File: src/rtl/pipe_pkg.sv
// Shared pipeline definitions: ID/EX control-bit indices, payload field offsets,
// pack/unpack helpers and the skid-buffer occupancy states.
package pipe_pkg;

    localparam int REGWRITE  = 0;
    localparam int MEMTOREG  = 1;
    localparam int SHIFT     = 2;
    localparam int MF        = 3;
    localparam int BRANCH    = 4;
    localparam int MEMWRITE  = 5;
    localparam int MEMREAD   = 6;
    localparam int JUMP      = 7;
    localparam int ALUSRC    = 8;
    localparam int HIORLO    = 9;
    localparam int REGDST    = 10;
    localparam int ALUOP_LSB = 11;
    localparam int ALUOP_W   = 2;
    localparam int IDEX_CTRL_W = 13;

    localparam int WORD_W      = 32;
    localparam int IMM_W       = 16;
    localparam int REG_W       = 5;
    localparam int PC4_LSB     = 0;
    localparam int RD1_LSB     = 32;
    localparam int RD2_LSB     = 64;
    localparam int IMM_LSB     = 96;
    localparam int RT_LSB      = 112;
    localparam int RD_LSB      = 117;
    localparam int SHAMT_LSB   = 122;
    localparam int IDEX_DATA_W = 128;

    typedef struct packed {
        logic [ALUOP_W-1:0] aluop;
        logic regdst;
        logic hiorlo;
        logic alusrc;
        logic jump;
        logic memread;
        logic memwrite;
        logic branch;
        logic mf;
        logic shift;
        logic memtoreg;
        logic regwrite;
    } idex_ctrl_t;

    typedef struct packed {
        logic [REG_W-1:0]  shamt;
        logic [REG_W-1:0]  rd;
        logic [REG_W-1:0]  rt;
        logic [IMM_W-1:0]  imm;
        logic [WORD_W-1:0] rd2;
        logic [WORD_W-1:0] rd1;
        logic [WORD_W-1:0] pc4;
    } idex_data_t;

    // Occupancy of the skid variant; the encoding doubles as the entry count.
    typedef enum logic [1:0] {
        ST_EMPTY = 2'd0,
        ST_ONE   = 2'd1,
        ST_FULL  = 2'd2
    } skid_state_t;

    function automatic logic [IDEX_CTRL_W-1:0] pack_idex_ctrl(input idex_ctrl_t c);
        logic [IDEX_CTRL_W-1:0] w;
        w = '0;
        w[REGWRITE] = c.regwrite;
        w[MEMTOREG] = c.memtoreg;
        w[SHIFT]    = c.shift;
        w[MF]       = c.mf;
        w[BRANCH]   = c.branch;
        w[MEMWRITE] = c.memwrite;
        w[MEMREAD]  = c.memread;
        w[JUMP]     = c.jump;
        w[ALUSRC]   = c.alusrc;
        w[HIORLO]   = c.hiorlo;
        w[REGDST]   = c.regdst;
        w[ALUOP_LSB +: ALUOP_W] = c.aluop;
        return w;
    endfunction

    function automatic idex_ctrl_t unpack_idex_ctrl(input logic [IDEX_CTRL_W-1:0] w);
        idex_ctrl_t c;
        c.regwrite = w[REGWRITE];
        c.memtoreg = w[MEMTOREG];
        c.shift    = w[SHIFT];
        c.mf       = w[MF];
        c.branch   = w[BRANCH];
        c.memwrite = w[MEMWRITE];
        c.memread  = w[MEMREAD];
        c.jump     = w[JUMP];
        c.alusrc   = w[ALUSRC];
        c.hiorlo   = w[HIORLO];
        c.regdst   = w[REGDST];
        c.aluop    = w[ALUOP_LSB +: ALUOP_W];
        return c;
    endfunction

    function automatic logic [IDEX_DATA_W-1:0] pack_idex_data(input idex_data_t d);
        logic [IDEX_DATA_W-1:0] w;
        w = '0;
        w[PC4_LSB   +: WORD_W] = d.pc4;
        w[RD1_LSB   +: WORD_W] = d.rd1;
        w[RD2_LSB   +: WORD_W] = d.rd2;
        w[IMM_LSB   +: IMM_W]  = d.imm;
        w[RT_LSB    +: REG_W]  = d.rt;
        w[RD_LSB    +: REG_W]  = d.rd;
        w[SHAMT_LSB +: REG_W]  = d.shamt;
        return w;
    endfunction

    function automatic idex_data_t unpack_idex_data(input logic [IDEX_DATA_W-1:0] w);
        idex_data_t d;
        d.pc4   = w[PC4_LSB   +: WORD_W];
        d.rd1   = w[RD1_LSB   +: WORD_W];
        d.rd2   = w[RD2_LSB   +: WORD_W];
        d.imm   = w[IMM_LSB   +: IMM_W];
        d.rt    = w[RT_LSB    +: REG_W];
        d.rd    = w[RD_LSB    +: REG_W];
        d.shamt = w[SHAMT_LSB +: REG_W];
        return d;
    endfunction

endpackage

File: src/rtl/pipe_stage_reg_if.sv
// Handshake bundle of a pipeline stage register: upstream side, downstream side,
// flush and occupancy. master drives the stage inputs, slave is the stage itself.
interface pipe_stage_reg_if #(
    parameter int CTRL_W = 16,
    parameter int DATA_W = 128
);
    logic              in_valid;
    logic              in_ready;
    logic [CTRL_W-1:0] in_ctrl;
    logic [DATA_W-1:0] in_data;
    logic              flush;
    logic              out_valid;
    logic              out_ready;
    logic [CTRL_W-1:0] out_ctrl;
    logic [DATA_W-1:0] out_data;
    logic [1:0]        count;

    modport master (
        output in_valid, in_ctrl, in_data, flush, out_ready,
        input  in_ready, out_valid, out_ctrl, out_data, count
    );

    modport slave (
        input  in_valid, in_ctrl, in_data, flush, out_ready,
        output in_ready, out_valid, out_ctrl, out_data, count
    );
endinterface

File: src/rtl/pipe_stage_reg.sv
// Generic pipeline stage register with valid/ready back-pressure, flush-to-bubble
// and an optional 2-entry skid buffer that registers the upstream ready.
module pipe_stage_reg
    import pipe_pkg::*;
#(
    parameter int CTRL_W = 16,
    parameter int DATA_W = 128,
    parameter int SKID   = 1
) (
    input logic            clk,
    input logic            rst,
    pipe_stage_reg_if.slave bus
);

    logic              out_valid_w;
    logic              in_ready_w;
    logic [CTRL_W-1:0] main_ctrl_w;
    logic [DATA_W-1:0] main_data_w;
    logic [1:0]        count_w;

    generate
        if (SKID != 0) begin : g_skid
            skid_state_t       state_reg;
            logic              in_ready_reg;
            logic              out_valid_reg;
            logic [CTRL_W-1:0] main_ctrl_reg;
            logic [DATA_W-1:0] main_data_reg;
            logic [CTRL_W-1:0] skid_ctrl_reg;
            logic [DATA_W-1:0] skid_data_reg;
            logic              xfer_in;
            logic              xfer_out;

            assign xfer_in  = bus.in_valid && in_ready_reg;
            assign xfer_out = out_valid_reg && bus.out_ready;

            // in_ready_reg tracks (next occupancy < 2) so upstream never sees out_ready.
            always_ff @(posedge clk) begin
                if (rst) begin
                    state_reg     <= ST_EMPTY;
                    in_ready_reg  <= 1'b1;
                    out_valid_reg <= 1'b0;
                    main_ctrl_reg <= '0;
                    main_data_reg <= '0;
                    skid_ctrl_reg <= '0;
                    skid_data_reg <= '0;
                end else if (bus.flush) begin
                    state_reg     <= ST_EMPTY;
                    in_ready_reg  <= 1'b1;
                    out_valid_reg <= 1'b0;
                end else begin
                    case (state_reg)
                        ST_EMPTY: begin
                            if (xfer_in) begin
                                main_ctrl_reg <= bus.in_ctrl;
                                main_data_reg <= bus.in_data;
                                out_valid_reg <= 1'b1;
                                state_reg     <= ST_ONE;
                            end
                        end
                        ST_ONE: begin
                            if (xfer_in && xfer_out) begin
                                main_ctrl_reg <= bus.in_ctrl;
                                main_data_reg <= bus.in_data;
                            end else if (xfer_in) begin
                                skid_ctrl_reg <= bus.in_ctrl;
                                skid_data_reg <= bus.in_data;
                                in_ready_reg  <= 1'b0;
                                state_reg     <= ST_FULL;
                            end else if (xfer_out) begin
                                out_valid_reg <= 1'b0;
                                state_reg     <= ST_EMPTY;
                            end
                        end
                        ST_FULL: begin
                            if (xfer_out) begin
                                main_ctrl_reg <= skid_ctrl_reg;
                                main_data_reg <= skid_data_reg;
                                in_ready_reg  <= 1'b1;
                                state_reg     <= ST_ONE;
                            end
                        end
                        default: begin
                            state_reg     <= ST_EMPTY;
                            in_ready_reg  <= 1'b1;
                            out_valid_reg <= 1'b0;
                        end
                    endcase
                end
            end

            assign in_ready_w  = in_ready_reg;
            assign out_valid_w = out_valid_reg;
            assign main_ctrl_w = main_ctrl_reg;
            assign main_data_w = main_data_reg;
            assign count_w     = state_reg;
        end else begin : g_flow
            logic              out_valid_reg;
            logic [CTRL_W-1:0] main_ctrl_reg;
            logic [DATA_W-1:0] main_data_reg;
            logic              xfer_in;
            logic              xfer_out;

            // Ready ripples straight back from downstream in this variant.
            assign in_ready_w = !out_valid_reg || bus.out_ready;
            assign xfer_in    = bus.in_valid && in_ready_w;
            assign xfer_out   = out_valid_reg && bus.out_ready;

            always_ff @(posedge clk) begin
                if (rst) begin
                    out_valid_reg <= 1'b0;
                    main_ctrl_reg <= '0;
                    main_data_reg <= '0;
                end else if (bus.flush) begin
                    out_valid_reg <= 1'b0;
                end else if (xfer_in) begin
                    main_ctrl_reg <= bus.in_ctrl;
                    main_data_reg <= bus.in_data;
                    out_valid_reg <= 1'b1;
                end else if (xfer_out) begin
                    out_valid_reg <= 1'b0;
                end
            end

            assign out_valid_w = out_valid_reg;
            assign main_ctrl_w = main_ctrl_reg;
            assign main_data_w = main_data_reg;
            assign count_w     = {1'b0, out_valid_reg};
        end
    endgenerate

    // Bubbles reach downstream as an all-zero control word; payload is left as is.
    assign bus.in_ready  = in_ready_w;
    assign bus.out_valid = out_valid_w;
    assign bus.out_ctrl  = out_valid_w ? main_ctrl_w : '0;
    assign bus.out_data  = main_data_w;
    assign bus.count     = count_w;

endmodule

File: src/flat_wrapper.sv
// flat-port wrapper written by rule: the top's interface ports become plain ports
module pipe_stage_reg_flat import pipe_pkg::*;
#(
    parameter int CTRL_W = 16,
    parameter int DATA_W = 128,
    parameter int SKID   = 1
)
  (clk, rst, bus_in_valid, bus_in_ctrl, bus_in_data, bus_flush, bus_out_ready, bus_in_ready, bus_out_valid, bus_out_ctrl, bus_out_data, bus_count);
  pipe_stage_reg_if #(.CTRL_W(CTRL_W), .DATA_W(DATA_W)) bus_i ();
  input logic clk;
  input logic rst;
  input wire logic [$bits(bus_i.in_valid)-1:0] bus_in_valid;
  input wire logic [$bits(bus_i.in_ctrl)-1:0] bus_in_ctrl;
  input wire logic [$bits(bus_i.in_data)-1:0] bus_in_data;
  input wire logic [$bits(bus_i.flush)-1:0] bus_flush;
  input wire logic [$bits(bus_i.out_ready)-1:0] bus_out_ready;
  output wire logic [$bits(bus_i.in_ready)-1:0] bus_in_ready;
  output wire logic [$bits(bus_i.out_valid)-1:0] bus_out_valid;
  output wire logic [$bits(bus_i.out_ctrl)-1:0] bus_out_ctrl;
  output wire logic [$bits(bus_i.out_data)-1:0] bus_out_data;
  output wire logic [$bits(bus_i.count)-1:0] bus_count;
  assign bus_i.in_valid = bus_in_valid;
  assign bus_i.in_ctrl = bus_in_ctrl;
  assign bus_i.in_data = bus_in_data;
  assign bus_i.flush = bus_flush;
  assign bus_i.out_ready = bus_out_ready;
  assign bus_in_ready = bus_i.in_ready;
  assign bus_out_valid = bus_i.out_valid;
  assign bus_out_ctrl = bus_i.out_ctrl;
  assign bus_out_data = bus_i.out_data;
  assign bus_count = bus_i.count;
  pipe_stage_reg #(.CTRL_W(CTRL_W), .DATA_W(DATA_W), .SKID(SKID)) u_core (.clk(clk), .rst(rst), .bus(bus_i));
endmodule
File: config.mk
export PLATFORM = sky130hd
export DESIGN_NAME = pipe_stage_reg_flat
export DESIGN_NICKNAME = d
export VERILOG_FILES = /design/src/rtl/pipe_pkg.sv /design/src/rtl/pipe_stage_reg_if.sv /design/src/rtl/pipe_stage_reg.sv /design/src/flat_wrapper.sv
export SDC_FILE = /design/constraint.sdc
export NUM_CORES = 1
export LEC_CHECK = 0
export BUFFER_PORTS_ARGS = -buffer_cell sky130_fd_sc_hd__buf_2
export CORE_ASPECT_RATIO = 1.2
export CORE_MARGIN = 3
export CORE_UTILIZATION = 53
export CTS_CLUSTER_SIZE = 10
export DETAILED_ROUTE_END_ITERATION = 10
export PLACE_DENSITY = 0.8
export SYNTH_ARGS = -nofsm -noshare
export SYNTH_HDL_FRONTEND = slang
export SYNTH_SLANG_ARGS = --single-unit
File: constraint.sdc
create_clock -name clk -period 2.16 [get_ports clk]
set_input_delay 0.108 -clock clk [delete_from_list [all_inputs] [get_ports clk]]
set_output_delay 0.108 -clock clk [all_outputs]
set_load 0.03 [all_outputs]
==> results of run 1 <==
[synth_stat cells, types with 2 or more instances]
master      n
a211oi_1  145
mux2i_1   144
dfxtp_1   292
and2_1     17
nand2_1   291
a21boi_0    2
a21oi_1   145
buf_2      52
clkbuf_1   59
o21ai_0     2
nor2_1    146
buf_4       2
nand3b_1    2
[worst register-to-register path, delay by kind of cell (launching register included)]
kind            cells  cell delay, ns
compound gates      1            0.34
mux                 1            0.37
flops               1            0.46
simple gates        1            0.24
buf+inv             1            0.57
[stage by stage]
| stage | area, um2 | util | power, W |
|---|---|---|---|
| 2_1_floorplan | 11500 | - | 0.00690 |
| 6_report | 15700 | 0.741 | 0.0127 |
| 5_1_grt | 15700 | 0.741 | 0.0132 |
| 3_5_place_dp | 13200 | 0.625 | 0.00749 |
| 3_3_place_gp | 13200 | 0.625 | 0.00745 |
| 4_1_cts | 15600 | 0.739 | 0.0127 |
[report_power, final]
part | internal, W | switching, W
sequential | 0.00565 | 0.000145
clock | 0.00300 | 0.00205
combinational | 0.000735 | 0.00115
total | 0.00939 | 0.00335
[layer usage]
metal | track usage | wire (um) | vias to the layer above | part of all wire
met1 | 0.338 | 13100 | 5201 | 0.38
met4 | 0.143 | 1880 | 4 | 0.054
met5 | 0 | 21 | - | 0.00060
met3 | 0.0623 | 2800 | 143 | 0.080
met2 | 0.479 | 17200 | 516 | 0.49
li1 | - | - | 5261 | -
[logic make-up (layout without fill, tap and decap cells)]
kind of cell	count (synthesis)	in the layout	share of synthesized area
AO/OA/AOI/OAI	299	299	0.165
XOR/XNOR	1	1	0.000763
AND/OR/NAND/NOR	460	460	0.156
multiplexers	144	144	0.126
other	0	2	0
flip-flops	292	292	0.509
buffers and inverters	113	509	0.0433
[final timing paths]
kind	start	end	slack, ns	depth (start not counted)
setup reg to reg	u_core.bus.count[0]$_SDFFE_PP0P_	u_core.bus.out_data[126]$_SDFFE_PP0P_	0.09	4
setup / recovery	u_core.bus.count[0]$_SDFFE_PP0P_	u_core.bus.out_data[126]$_SDFFE_PP0P_	0.09	4
hold / removal	rst	u_core.g_skid.skid_data_reg[39]$_SDFFE_PP0P_	0.24	2
hold reg to reg	u_core.g_skid.skid_ctrl_reg[0]$_SDFFE_PP0P_	u_core.g_skid.skid_ctrl_reg[0]$_SDFFE_PP0P_	0.45	2
[layout make-up]
type	count	area [um2]
Sequential cell	292	5850
Fill cell	1388	5460
Multi-Input combinational cell	904	5150
Timing Repair Buffer	468	3370
Clock buffer	36	880
Tap cell	270	338
Clock inverter	5	61.3
Antenna cell	2	5.00
[what timing repair did]
item,in CTS,in global routing
buffers inserted,0,1
setup endpoints to repair,0,1
hold endpoints to repair,279,0
gates resized for setup,0,1
hold buffers,147,0
==> flow_metrics.tcl, run 1 <==
set metrics [dict create \
    final-hold-violation-count 0 \
    portBuffers 296 \
    drc_errors 0 \
    grt_pass1_vias 10900 \
    status "completed" \
    max_stage_delay_ns 0.57 \
    h-tree-depth 2 \
    ys_warn_count 0 \
    cp_cell_sequence "nand2b_4 > buf_12 > mux2i_1 > a211oi_1" \
    instances_no_fill 1977 \
    ios 297 \
    wl_mm 35.0 \
    cts_buffer_depth 3 \
    antenna_found_initial 3 \
    grt-ovfl-total 0 \
    drtIter0Drc 742 \
    setup_slack_ns 0.0926 \
    ir_drop_v 0.000808 \
    cp.required_ns 2.55 \
    synth_edf_count 0 \
    crit_buf_inv 1 \
    final_cell_mix "295 x buf_2, 292 x dfxtp_1, 291 x nand2_1" \
    synth_cell_types 23 \
    fmax_mhz 484 \
    ys.flop_type "dfxtp_1" \
    p_leak_nw 7.22 \
    fp.dieH_um 167 \
    crit_slowest_cell "buf_12" \
    area_growth_pct 36.4 \
    min_period_over_period 0.957 \
    grt_pass1_wl_mm 55.4 \
    critical_path_class "reg -> reg" \
    postSynthCellCount 1309 \
    min-delay-path-class "in -> reg" \
    synth_seq_cells 292 \
    final_nets 1850 \
    setup-tns-final_ns 0 \
    first_pass_iters 5 \
    maxCapViolCount 0 \
    clk_latency_ns 0.51 \
    endpoint_kind "flip-flop" \
    holdWs_ns 0.235 \
    wire_per_inst_um 17.7 \
    row_count 58 \
    syn_avg_cell_area_um2 8.77 \
    coreArea_um2 21100 \
    crit_family "buffers and inverters" \
    synthesis.nets 1458 \
    async_reset_ff_frac 0 \
    vias 11100 \
    final-setup-viol-count 0 \
    cts_tree "done" \
    cts_sinks 292 \
    die_width_um 140 \
    pre_cts_ws_ns 0.228 \
    ys_seq_area_frac 0.509 \
    drv_slew 0 \
    max-slew-margin-rel 0.427 \
    cts_buffers 35 \
    hpwl_mm 18.6 \
    synth_area_leaders "dfxtp_1 51%, mux2i_1 13%, nand2_1 9.5%" \
    dp_cells 1785 \
    yosysTopAreaCell "dfxtp_1" \
    drtAntennaViolNets 0 \
    gp_congestion 0.874 \
    mostFrequentLayoutCell "buf_2" \
    fin_skew_ns 0.0163 \
    vias_per_cell 5.63 \
    synth.top_cell.area_share 0.509 \
    drive_gt1_frac 0.215 \
    cts-root-buf "clkbuf_16" \
    worst_pin_slew_ns 0.860 \
    grt_usage 0.283 \
    worstSetupStartpointType "flip-flop" \
    rsz0062_at_grt "no" \
    critical_path.max_fanout 108 \
    grt_max_degree 109 \
    start_util 0.543 \
    clk_pin_slew_ns 0.06 \
    die-area_um2 23500 \
    netlist_area_um2 11500 \
    min_period_ns 2.07 \
    arrival_ns 2.46 \
    p_per_area_nw_per_um2 814 \
]
(Power assumes the default switching activity.)
==> run 2: changes to the inputs <==
--- a/config.mk
+++ b/config.mk
@@ -8,10 +8,10 @@
 export BUFFER_PORTS_ARGS = -buffer_cell sky130_fd_sc_hd__buf_2
 export CORE_ASPECT_RATIO = 1.2
 export CORE_MARGIN = 3
-export CORE_UTILIZATION = 53
+export CORE_UTILIZATION = 48
 export CTS_CLUSTER_SIZE = 10
 export DETAILED_ROUTE_END_ITERATION = 10
-export PLACE_DENSITY = 0.8
+export PLACE_DENSITY = 0.76
 export SYNTH_ARGS = -nofsm -noshare
 export SYNTH_HDL_FRONTEND = slang
 export SYNTH_SLANG_ARGS = --single-unit
==> constraint.sdc (replaced) <==
create_clock -name clk -period 1.9 [get_ports clk]
set_input_delay 0.095 -clock clk [delete_from_list [all_inputs] [get_ports clk]]
set_output_delay 0.095 -clock clk [all_outputs]
set_load 0.03 [all_outputs]
==> run 2 against run 1 <==
Net effect:
- the run now ends with negative setup slack left
- combinational power grew 23%
- register-to-register slack worse by 0.19 ns
- die area rose by 10%
- via count rose by 0.11%
- worst hold slack worse by 0.023 ns
- clock power rose by 13%
- setup slack got worse by 0.19 ns
- core utilization down 4.2 points
- routed wire length is 4.2% higher
- sequential share of layout area fell by 1.5 points
- global-route usage down 3.6 points
- critical endpoint is now u_core.bus.out_data[10]$_SDFFE_PP0P_
- largest power group unchanged
==> flow_metrics.tcl, run 2 (synthesized netlist as in run 1, its figures left out) <==
set metrics [dict create \
    post-route-util 0.700 \
    grt_pass1_vias 10800 \
    final-hold-violation-count 0 \
    grt_pass1_wl_mm 53.6 \
    setup_slack_ns -0.0947 \
    min-delay-path-class "in -> reg" \
    cts_sinks 292 \
    dp_cells 1843 \
    min_period_ns 1.99 \
    drive_gt1_frac 0.253 \
    ir_drop_v 0.000608 \
    vias_per_cell 5.42 \
    portBuffers 296 \
    start_util 0.491 \
    critical_path.max_fanout 12 \
    coreArea_um2 23400 \
    final-setup-viol-count 7 \
    first_pass_iters 7 \
    gp_congestion 0.771 \
    drc_errors 0 \
    cp.required_ns 2.31 \
    worstSetupStartpointType "flip-flop" \
    rsz0062_at_grt "yes" \
    wl_mm 36.5 \
    endpoint_kind "flip-flop" \
    drtAntennaViolNets 0 \
    grt-ovfl-total 0 \
    worst_pin_slew_ns 0.681 \
    mostFrequentLayoutCell "buf_2" \
    multi_input_comb_area_um2 5340 \
    hpwl_mm 19.2 \
    vias 11100 \
    maxCapViolCount 0 \
    power_w 0.0146 \
    wire_per_inst_um 17.8 \
    fillerInstances 1654 \
    pre_cts_ws_ns 0.0732 \
    status "complete, but fails checks" \
    clk_pin_slew_ns 0.06 \
    grt_usage 0.248 \
    die_width_um 147 \
    cts_tree "done" \
    area_growth_pct 42.4 \
    antenna_found_initial 2 \
    drtIter0Drc 554 \
    arrival_ns 2.41 \
    violations "negative setup slack" \
    fp.dieH_um 175 \
    fin_skew_ns 0.0140 \
    p_per_area_nw_per_um2 895 \
    final_nets 1880 \
    h-tree-depth 2 \
    cts_buffer_depth 3 \
    ios 297 \
    clk_latency_ns 0.51 \
    row_count 61 \
    grt_max_degree 96 \
    cts_buffers 35 \
    die-area_um2 25800 \
    max-slew-margin-rel 0.546 \
    critical_path_class "reg -> reg" \
    fmax_mhz 501 \
    min_period_over_period 1.05 \
    p_leak_nw 7.49 \
    final-seq-area_um2 5850 \
    cts-root-buf "clkbuf_16" \
    final_cell_mix "295 x buf_2, 291 x nand2_1, 289 x dfxtp_1" \
    drv_slew 0 \
    instances_no_fill 2053 \
    setup-tns-final_ns -0.161 \
]
[run 2: changes by cell type in the layout (fill, tap and decap cells not counted), moves of 7 or more]
cell	previous run	this run
buf_6	1	8
a211oi_2	0	35
a211oi_1	145	110
buf_8	0	7
buf_4	7	16
[run 2: layout make-up]
cell class              count  area share
diodes                      2    0.000306
clock buffers              37      0.0541
clock inverters             5     0.00222
multi-input cells         904       0.327
flip-flops and latches    292       0.358
well taps                 315      0.0241
repair buffers            498       0.234
[run 2: layer usage]
metal,track usage,part of all wire
met3,0.0679,0.079
met1,0.293,0.38
met4,0.116,0.049
met2,0.419,0.49
met5,0,0
[run 2: critical path, stage by stage, from the launching register on]
cell and delay (ns):
dfxtp_4 0.35, buf_4 0.15, a2bb2oi_1 0.17, a211oi_4 0.40
buf_4 0.20, buf_8 0.14, buf_16 0.14, nor2_1 0.08
a211oi_2 0.27
[run 2: worst paths after layout]
| path | cells after the start | start | slack, ns | to |
|---|---|---|---|---|
| setup / recovery | 8 | u_core.bus.count[1]$_SDFFE_PP0P_ | -0.09 | u_core.bus.out_data[10]$_SDFFE_PP0P_ |
| hold / removal | 2 | rst | 0.21 | u_core.g_skid.skid_data_reg[54]$_SDFFE_PP0P_ |
| setup reg to reg | 8 | u_core.bus.count[1]$_SDFFE_PP0P_ | -0.09 | u_core.bus.out_data[10]$_SDFFE_PP0P_ |
| hold reg to reg | 2 | u_core.g_skid.skid_data_reg[1]$_SDFFE_PP0P_ | 0.45 | u_core.g_skid.skid_data_reg[1]$_SDFFE_PP0P_ |
[run 2: report_power, final]
group	internal (W)	switching, W
sequential	0.00642	0.000170
clock	0.00329	0.00241
combinational	0.000949	0.00138
[run 2: through the flow]
| step | area (um2) | hold WS [ns] |
|---|---|---|
| 6_report | 16300 | 0.213 |
| 4_1_cts | 15700 | 0.184 |
| 3_3_place_gp | 13400 | 0.346 |
| 5_1_grt | 16300 | 0.237 |
| 3_5_place_dp | 13400 | 0.353 |
| 2_1_floorplan | 11500 | 0.187 |
[run 2: timing repair]
item | 4_1_cts | 5_1_grt
hold buffers | 147 | 0
gates resized for setup | 0 | 68
endpoints found under the hold margin | 287 | 0
setup buffers | 0 | 8
setup endpoints to repair | 0 | 162
==> run 3: changes to the inputs <==
--- a/config.mk
+++ b/config.mk
@@ -5,10 +5,11 @@
 export SDC_FILE = /design/constraint.sdc
 export NUM_CORES = 1
 export LEC_CHECK = 0
+export ABC_AREA = 1
 export BUFFER_PORTS_ARGS = -buffer_cell sky130_fd_sc_hd__buf_2
 export CORE_ASPECT_RATIO = 1.2
 export CORE_MARGIN = 3
-export CORE_UTILIZATION = 48
+export CORE_UTILIZATION = 49
 export CTS_CLUSTER_SIZE = 10
 export DETAILED_ROUTE_END_ITERATION = 10
 export PLACE_DENSITY = 0.76
==> run 3 against run 2 <==
Net effect:
- the flow now finishes without violations
- synthesized cell count rose by 61%
- via count grew 34%
- core utilization shrank 2.8 points
- cell area is 9.3% higher
- worst hold slack lost 0.12 ns
- count of clock-buffer cells in the layout increased by 4
- die area increased by 14%
- routed wire length rose by 20%
- synthesized area rose by 17%
- sequential cell count stayed put
- critical path depth is 1 higher
- global-route usage increased by 3.4 points
- critical endpoint is now u_core.bus.out_data[98]$_SDFFE_PP0P_
- highest routed layer is now met5
==> flow_metrics.tcl, run 3 <==
set metrics [dict create \
    status "completed" \
    syn_avg_cell_area_um2 6.35 \
    synth_seq_cells 292 \
    cp-endpoint "u_core.bus.out_data[98]$_SDFFE_PP0P_" \
    maxCapViolCount 0 \
    netlist_area_um2 13400 \
    cts_buffers 35 \
    endpoint_kind "flip-flop" \
    critical_path_class "reg -> reg" \
    synth.top_cell.area_share 0.437 \
    vias_per_cell 5.28 \
    fillerInstances 2186 \
    ys.flop_type "dfxtp_1" \
    min-delay-path-class "in -> reg" \
    max_stage_delay_ns 0.40 \
    first_pass_iters 6 \
    p_leak_nw 8.90 \
    final_nets 2638 \
    postPlaceCellArea_um2 15300 \
    drc_errors 0 \
    cts_tree "done" \
    min_period_over_period 0.941 \
    grt-ovfl-total 0 \
    min_period_ns 1.79 \
    critical_path.max_fanout 44 \
    drv_slew 0 \
    p_per_area_nw_per_um2 852 \
    worstSetupStartpointType "flip-flop" \
    start_util 0.503 \
    crit_slowest_cell "clkbuf_8" \
    portBuffers 296 \
    ys_warn_count 0 \
    grt_pass1_wl_mm 69.1 \
    ff2ff_setup_slack_ns 0.11 \
    multi_input_comb_area_um2 6240 \
    drtAntennaViolNets 0 \
    rsz0062_at_grt "yes" \
    cp.required_ns 2.29 \
    wl_mm 44.0 \
    ir_drop_v 0.000730 \
    fp.dieH_um 187 \
    antenna_found_initial 2 \
    postSynthCellCount 2109 \
    ys_seq_area_frac 0.437 \
    die_width_um 157 \
    final-setup-viol-count 0 \
    vias 15000 \
    final-hold-violation-count 0 \
    synthesis.nets 2258 \
    cts_sinks 292 \
    final_area_um2 17800 \
    reg2regPathDepth 9 \
    final-seq-area_um2 5850 \
    async_reset_ff_frac 0 \
    ios 297 \
    arrival_ns 2.17 \
    clk_pin_slew_ns 0.06 \
    r2r-start "u_core.bus.in_ready$_SDFFE_PP1P_" \
    final_cell_mix "749 x nand2_1, 295 x buf_2, 293 x nor2_1" \
    drive_gt1_frac 0.164 \
    synth_most_common_cell "nand2_1" \
    clk_latency_ns 0.50 \
    grt_usage 0.282 \
    synth_edf_count 0 \
    r2r_end "u_core.bus.out_data[98]$_SDFFE_PP0P_" \
    worstSetupStartpoint "u_core.bus.in_ready$_SDFFE_PP1P_" \
    cp_cell_sequence "nand2_1 > buf_4 > nand2_1 > nand2_1 > nor2_4 > clkbuf_8 > nand3_1 > nand2_1 > nor2_1" \
    coreArea_um2 26600 \
    h-tree-depth 2 \
    grt_max_degree 90 \
    holdWs_ns 0.0942 \
    mostFrequentLayoutCell "nand2_1" \
    synth_cell_types 20 \
    row_count 65 \
    max-slew-margin-rel 0.693 \
    wire_per_inst_um 15.5 \
    worst_pin_slew_ns 0.460 \
    area_growth_pct 33.4 \
    fmax_mhz 559 \
    fin_skew_ns 0.0168 \
    synth_area_leaders "dfxtp_1 44%, nand2_1 21%, nand3_1 11%" \
    ys_top_cells_by_count "751 x nand2_1, 294 x nor2_1, 292 x dfxtp_1, 290 x nand3_1, 162 x inv_1" \
    die-area_um2 29300 \
    yosysTopAreaCell "dfxtp_1" \
    cts-root-buf "clkbuf_16" \
    drtIter0Drc 984 \
    cts_buffer_depth 3 \
    gp_congestion 0.844 \
    hpwl_mm 24.5 \
    grt_pass1_vias 14100 \
    timing.critical_path.mode_cell "nand2_1" \
]
==> run 3: changes by cell type after synthesis, sizes merged, moves of 17 or more <==
cell    delta
buf       +29
nand3    +290
nor2     +152
a211oi   -146
nand2    +461
and2      -17
inv      +169
mux2i    -144
==> run 3: layout make-up <==
cell class                 count  share of cell area
clock buffer                  41              0.0533
timing repair buffer         498               0.210
antenna                        1            0.000140
inverter                     169              0.0357
clock inverter                 1            0.000280
sequential                   292               0.327
multi-input combinational   1493               0.349
tap                          335              0.0235
==> run 3: worst min-delay path by stage <==
| stage | start | endpoint | slack, ns | cells after the start |
|---|---|---|---|---|
| after global routing | bus_out_ready | u_core.bus.count[1]$_SDFFE_PP0P_ | 0.09 | 5 |
| after global placement | bus_in_data[36] | u_core.g_skid.skid_data_reg[36]$_SDFFE_PP0P_ | 0.38 | 3 |
| after detailed placement | bus_in_data[119] | u_core.g_skid.skid_data_reg[119]$_SDFFE_PP0P_ | 0.38 | 3 |
| after CTS | bus_out_ready | u_core.bus.count[1]$_SDFFE_PP0P_ | 0.08 | 5 |
| final | bus_out_ready | u_core.bus.in_ready$_SDFFE_PP1P_ | 0.09 | 4 |
| after floorplan | bus_flush | u_core.bus.in_ready$_SDFFE_PP1P_ | 0.24 | 2 |
==> run 3: metal layers <==
layer | global-route usage | wire length, um | vias up
li1 | - | - | 7255
met1 | 0.344 | 17500 | 6861
met2 | 0.480 | 21100 | 710
met3 | 0.0572 | 3750 | 123
met4 | 0.117 | 1590 | 2
met5 | 0 | 7 | -
==> run 3: what timing repair did <==
item | CTS | global route
hold buffers | 146 | 0
endpoints found under the hold margin | 148 | 0
buffers inserted | 5 | 3
resized for setup | 6 | 5
pin swaps | 1 | 1
cloned | 1 | 2
endpoints found under the setup margin | 144 | 94
==> run 3: kinds of logic (layout without fill, tap and decap cells) <==
| family | count (synthesis) | count (layout) | share of synthesized area |
|---|---|---|---|
| AOI/OAI and AO/OA | 150 | 150 | 0.0567 |
| buffers and inverters | 325 | 709 | 0.101 |
| other | 0 | 1 | 0 |
| and+or+nand+nor | 1342 | 1343 | 0.406 |
| DFF | 292 | 292 | 0.437 |
==> run 3: worst max-delay path, delay by kind of cell (launching register included) <==
family	cells	cell delay (ns)
and+or+nand+nor	7	0.75
DFF	1	0.34
buffers and inverters	2	0.57
==> run 3: power by group <==
part | leakage [nW] | switching, W | internal, W | total (W)
clock | 0.471 | 0.00238 | 0.00348 | 0.00586
combinational | 6.05 | 0.00173 | 0.00100 | 0.00273
sequential | 2.38 | 0.000176 | 0.00644 | 0.00662
==> run 3: per-stage QoR <==
stage | instances | TNS, ns | util | power (W) | worst slack (ns)
5_1_grt | 2830 | -0.0223 | 0.671 | 0.0158 | -0.00436
2_1_floorplan | 2109 | 0 | - | 0.00829 | 0.0954
4_1_cts | 2824 | 0 | 0.668 | 0.0152 | 0.0411
3_5_place_dp | 2630 | -60.15 | 0.574 | 0.00909 | -0.645
3_3_place_gp | 2630 | -51.41 | 0.574 | 0.00905 | -0.537
6_report | 2830 | 0 | 0.671 | 0.0152 | 0.113
